### src/rtl/hazard_ctrl.sv
// rtl/hazard_ctrl.sv - pipeline stall/flush/forward sequencing with debug halt drain
// Redirects beat load-use stalls in every state; halt drains the pipe with ID bubbles.
module hazard_ctrl #(
    parameter int DRAIN_CYCLES = 4,
    parameter int CW           = 16
) (
    input  logic          clk,
    input  logic          rst_n,
    input  logic [4:0]    rs_s2,
    input  logic [4:0]    rt_s2,
    input  logic [4:0]    rs_s3,
    input  logic [4:0]    rt_s3,
    input  logic          memread_s3,
    input  logic          regwrite_s4,
    input  logic [4:0]    wrreg_s4,
    input  logic          regwrite_s5,
    input  logic [4:0]    wrreg_s5,
    input  logic          pcsrc,
    input  logic          jump_s4,
    input  logic          halt_req,
    input  logic          cnt_clr,
    output logic          stall_s1_s2,
    output logic          pc_hold,
    output logic          flush_s1,
    output logic          flush_s2,
    output logic          flush_s3,
    output logic [1:0]    fwd_a,
    output logic [1:0]    fwd_b,
    output logic          halt_ack,
    output logic [CW-1:0] stall_cnt,
    output logic [CW-1:0] flush_cnt
);

    localparam int DW = (DRAIN_CYCLES > 1) ? $clog2(DRAIN_CYCLES) : 1;
    localparam logic [DW-1:0] DRAIN_LOAD = DW'(DRAIN_CYCLES - 1);

    typedef enum logic [1:0] {
        ST_RUN    = 2'd0,
        ST_DRAIN  = 2'd1,
        ST_HALTED = 2'd2
    } state_t;

    state_t        state_q, state_d;
    logic [DW-1:0] dcnt_q, dcnt_d;
    logic [CW-1:0] stall_cnt_q, stall_cnt_d;
    logic [CW-1:0] flush_cnt_q, flush_cnt_d;

    logic       redirect;
    logic       loaduse;
    logic       stall_int;
    logic       pc_hold_int;
    logic       flush_s1_int;
    logic       flush_s23_int;
    logic [1:0] fwd_a_int;
    logic [1:0] fwd_b_int;

    function automatic logic [1:0] fwd_sel(
        input logic [4:0] src,
        input logic       rw4,
        input logic [4:0] wr4,
        input logic       rw5,
        input logic [4:0] wr5
    );
        if (rw4 && (wr4 != 5'd0) && (wr4 == src)) begin
            return 2'b10;
        end else if (rw5 && (wr5 != 5'd0) && (wr5 == src)) begin
            return 2'b01;
        end
        return 2'b00;
    endfunction

    always_comb begin
        redirect      = pcsrc | jump_s4;
        loaduse       = memread_s3 && (rt_s3 != 5'd0) &&
                        ((rt_s3 == rs_s2) || (rt_s3 == rt_s2));
        stall_int     = 1'b0;
        pc_hold_int   = 1'b0;
        flush_s1_int  = 1'b0;
        flush_s23_int = 1'b0;
        state_d       = state_q;
        dcnt_d        = dcnt_q;

        if (redirect) begin
            flush_s1_int  = 1'b1;
            flush_s23_int = 1'b1;
        end else begin
            stall_int = loaduse;
            // Outside RUN the PC is frozen; a load-use stall replaces the ID bubble.
            if (state_q != ST_RUN) begin
                pc_hold_int  = 1'b1;
                flush_s1_int = !loaduse;
            end
        end

        case (state_q)
            ST_RUN: begin
                if (halt_req && !redirect) begin
                    state_d = ST_DRAIN;
                    dcnt_d  = DRAIN_LOAD;
                end
            end
            ST_DRAIN: begin
                if (!halt_req) begin
                    state_d = ST_RUN;
                end else if (redirect) begin
                    dcnt_d = DRAIN_LOAD;
                end else if (loaduse) begin
                    dcnt_d = dcnt_q;
                end else if (dcnt_q == '0) begin
                    state_d = ST_HALTED;
                end else begin
                    dcnt_d = dcnt_q - 1'b1;
                end
            end
            ST_HALTED: begin
                if (!halt_req) begin
                    state_d = ST_RUN;
                end
            end
            default: begin
                state_d = ST_RUN;
            end
        endcase

        fwd_a_int = fwd_sel(rs_s3, regwrite_s4, wrreg_s4, regwrite_s5, wrreg_s5);
        fwd_b_int = fwd_sel(rt_s3, regwrite_s4, wrreg_s4, regwrite_s5, wrreg_s5);

        if (cnt_clr) begin
            stall_cnt_d = '0;
            flush_cnt_d = '0;
        end else begin
            stall_cnt_d = (stall_int && (stall_cnt_q != '1)) ? stall_cnt_q + 1'b1 : stall_cnt_q;
            flush_cnt_d = (redirect && (flush_cnt_q != '1)) ? flush_cnt_q + 1'b1 : flush_cnt_q;
        end
    end

    always_comb begin
        stall_s1_s2 = 1'b0;
        pc_hold     = 1'b0;
        flush_s1    = 1'b0;
        flush_s2    = 1'b0;
        flush_s3    = 1'b0;
        fwd_a       = 2'b00;
        fwd_b       = 2'b00;
        if (rst_n) begin
            stall_s1_s2 = stall_int;
            pc_hold     = pc_hold_int;
            flush_s1    = flush_s1_int;
            flush_s2    = flush_s23_int;
            flush_s3    = flush_s23_int;
            fwd_a       = fwd_a_int;
            fwd_b       = fwd_b_int;
        end
    end

    always_ff @(posedge clk or negedge rst_n) begin
        if (!rst_n) begin
            state_q     <= ST_RUN;
            dcnt_q      <= '0;
            stall_cnt_q <= '0;
            flush_cnt_q <= '0;
        end else begin
            state_q     <= state_d;
            dcnt_q      <= dcnt_d;
            stall_cnt_q <= stall_cnt_d;
            flush_cnt_q <= flush_cnt_d;
        end
    end

    assign halt_ack  = (state_q == ST_HALTED);
    assign stall_cnt = stall_cnt_q;
    assign flush_cnt = flush_cnt_q;

endmodule

### config.mk
export PLATFORM = sky130hd
export DESIGN_NAME = hazard_ctrl
export DESIGN_NICKNAME = d
export VERILOG_FILES = /design/src/rtl/hazard_ctrl.sv
export SDC_FILE = /design/constraint.sdc
export NUM_CORES = 1
export LEC_CHECK = 0
export BUFFER_PORTS_ARGS = -buffer_cell sky130_fd_sc_hd__buf_2
export CAP_MARGIN = 25
export CORE_MARGIN = 4
export CORE_UTILIZATION = 40
export DETAILED_ROUTE_END_ITERATION = 8
export PLACE_DENSITY = 0.69
export SYNTH_ARGS = -nofsm -noshare
export SYNTH_HDL_FRONTEND = slang
export SYNTH_SLANG_ARGS = --single-unit
### constraint.sdc
create_clock -name clk -period 3.25 [get_ports clk]
set_clock_uncertainty 0.05 [all_clocks]
set_input_delay 0.65 -clock clk [delete_from_list [all_inputs] [get_ports clk]]
set_output_delay 0.65 -clock clk [all_outputs]
set_load 0.01 [all_outputs]
==> flow_summary.ini <==
[sta]
tightest_slew_ns = 0.756
slew_violations = 0
fmax_mhz = 354
hold_viol = 0
tns_ns = 0
rsz0062_at_grt = false
period_needed_ns = 2.83
fin_crit_sh_pct = 87.0
slew_headroom_pct = 49.2
setup_viol = 0

[die]
dieArea_um2 = 7860
io_pins = 81
die_x_um = 88.7
start_util_pct = 41.0
placementRows = 29
core_um2 = 6350
die_h_um = 88.7

[final_layout]
final_nets = 408
area_growth_pct = 19.8
diodes = 0
drive_gt1_share_pct = 27.0
final_area_um2 = 3120

[global_routing]
grt_pass1_wl_mm = 10.8
grt_max_degree = 38
antenna_found_initial = 0
grt_pass1_vias = 2295
grt_util_all_layers_pct = 17.1
gr-total-overflow = 0

[power]
power_density_nw_per_um2 = 322
worst_ir_drop_vdd_mv = 0.207
p_leak_nw = 1.42

[yosys]
ys_warn_count = 0
synth_seq_cells = 36
syn_inst = 294
synth_top_area_share_pct = 34.6
synthTopCellsByArea = dfrtp_1 (35%), xor2_1 (7.4%), xnor2_1 (6.7%)
async_flop_share_pct = 100
ys_seq_area_share_pct = 34.6
syn_nets = 336
syn_area_um2 = 2600
netlist-cell-type-count = 52
synthFlopType = dfrtp_1
synth_edf_count = 0
yosysTopAreaCell = dfrtp_1
postSynthAreaPerCell_um2 = 8.86

[critical_path]
worst_ep_required_time_ns = 2.55
slowest_stage = or4_1
crit_chain = buf_2 -> or4_1 -> o21ai_0 -> nor4_1 -> nor4_1 -> buf_2
critPathMaxFanout = 3
crit_arrival_ns = 2.13
critical-path-max-stage-delay_ns = 0.52
cpLargestDelayFamily = simple AND/OR/NAND/NOR gates
cp-start-kind = input port
endpoint_kind = primary output
crit_type = in -> out
cp.buffers_inverters = 2

[cts]
cts_resized = 0
cts_made_buffers = 5
clkTransAtPathRegs_ns = 0.07
cts_max_level = 2
max-clock-path-buffers = 2
postCtsSetupBuffers = 0
clock-sinks = 36
cts_hold_buf = 0
clock_latency_ns = 0.28
root_buffer = clkbuf_8
cts_tree = done

[drt]
first_iter_violations = 156
wl_per_cell_um = 14.5
drtAntennaViolNets = 0
drc = 0
vias = 2409
wl_mm = 6.44
via_per_inst = 5.43
first_pass_iters = 4

[run]
max_cap_viol_count = 0

[place]
dp_hpwl_mm = 4.96
place_congestion = 0.814
placed_area_um2 = 3010
io_buffers = 80

[outcome]
outcome = completed

[min_path]
hp-class = in -> async
==> logic make-up (layout without fill, tap and decap cells) <==
family,Yosys count,after routing,share of synthesized area [%]
AND/OR/NAND/NOR,129,129,28.7
AO/OA/AOI/OAI,55,55,13.3
XOR/XNOR,42,42,14.1
flip-flops,36,36,34.6
buffers and inverters,22,95,4.81
multiplexers,7,7,3.08
adder cells (fa/ha/maj),3,3,1.44
==> synth_stat cells, types with 2 or more instances <==
| library cell | number |
|---|---|
| nor2b_1 | 10 |
| mux2i_1 | 2 |
| dfrtp_1 | 36 |
| a31oi_1 | 4 |
| buf_1 | 2 |
| xor2_1 | 22 |
| nand3_1 | 15 |
| and2_1 | 6 |
| ha_1 | 3 |
| or3b_1 | 2 |
| o31ai_1 | 5 |
| o22ai_1 | 3 |
| nor3_1 | 10 |
| a21oi_1 | 12 |
| mux2_1 | 4 |
| buf_6 | 3 |
| xnor2_1 | 20 |
| inv_1 | 4 |
| buf_2 | 4 |
| nor4_1 | 5 |
| or3_1 | 5 |
| or4_1 | 8 |
| nand2_1 | 14 |
| o21ai_0 | 15 |
| and4_1 | 5 |
| clkbuf_1 | 7 |
| and3_1 | 5 |
| nand4_1 | 10 |
| o21a_1 | 2 |
| o211ai_1 | 5 |
| nor2_1 | 25 |
==> routing by layer <==
| layer | GRT usage [%] | wire length [um] | vias up | part of all wire (%) |
|---|---|---|---|---|
| met3 | 3.54 | 352 | 4 | 5.5 |
| li1 | - | - | 1212 | - |
| met5 | 0 | 0 | - | 0 |
| met1 | 22.9 | 2940 | 1140 | 46 |
| met4 | 4.26 | 50 | 0 | 0.78 |
| met2 | 28.1 | 3100 | 53 | 48 |
==> final cells by class <==
class	count	area, um2
inverters	4	15.0
fillers	642	3230
flip-flops and latches	36	901
multi-input cells	236	1580
repair buffers	83	423
clock inverters	2	35.0
well taps	77	96.3
clock buffers	6	72.6
==> registers in the layout (all words and copies together), names as in the netlist <==
register	count
state_q	2
dcnt_q	2
stall_cnt	16
flush_cnt	16
==> final timing paths <==
kind,from,endpoint,slack [ns],cells past startpoint
max,wrreg_s4[1],fwd_b[0],0.42,6
min,rst_n,stall_cnt[5],0.31,2
max reg2reg,stall_cnt[2],stall_cnt[13],1.17,5
min reg2reg,flush_cnt[14],flush_cnt[14],0.52,2
max in group asynchronous,rst_n,flush_cnt[12],2.27,3
min in group clk,flush_cnt[14],flush_cnt[14],0.52,2
==> stage by stage <==
step	setup WS, ns	std cells	power, mW	utilization (%)	hold WS [ns]
floorplan	0.658	294	0.565	-	0.304
global placement	0.522	436	0.622	47.4	0.492
detailed placement	0.416	436	0.626	47.4	0.500
CTS	0.407	444	1.02	49.1	0.309
global route	0.354	444	1.05	49.1	0.318
finish	0.422	444	1.01	49.1	0.307
==> report_power, final <==
group | switching (mW) | leakage (nW) | internal, mW | total (mW)
logic | 0.0894 | 0.871 | 0.0638 | 0.153
clock network | 0.163 | 0.0552 | 0.228 | 0.391
registers | 0.00776 | 0.490 | 0.454 | 0.462
total | 0.260 | 1.42 | 0.745 | 1.01
==> cells in the final DEF (no fill, tap or decap), types with 12 or more instances in the layout <==
cell	n
nand2_1	14
xnor2_1	20
buf_2	80
nand3_1	15
xor2_1	22
nor2_1	25
dfrtp_1	36
o21ai_0	15
a21oi_1	12
(Power assumes the default switching activity.)
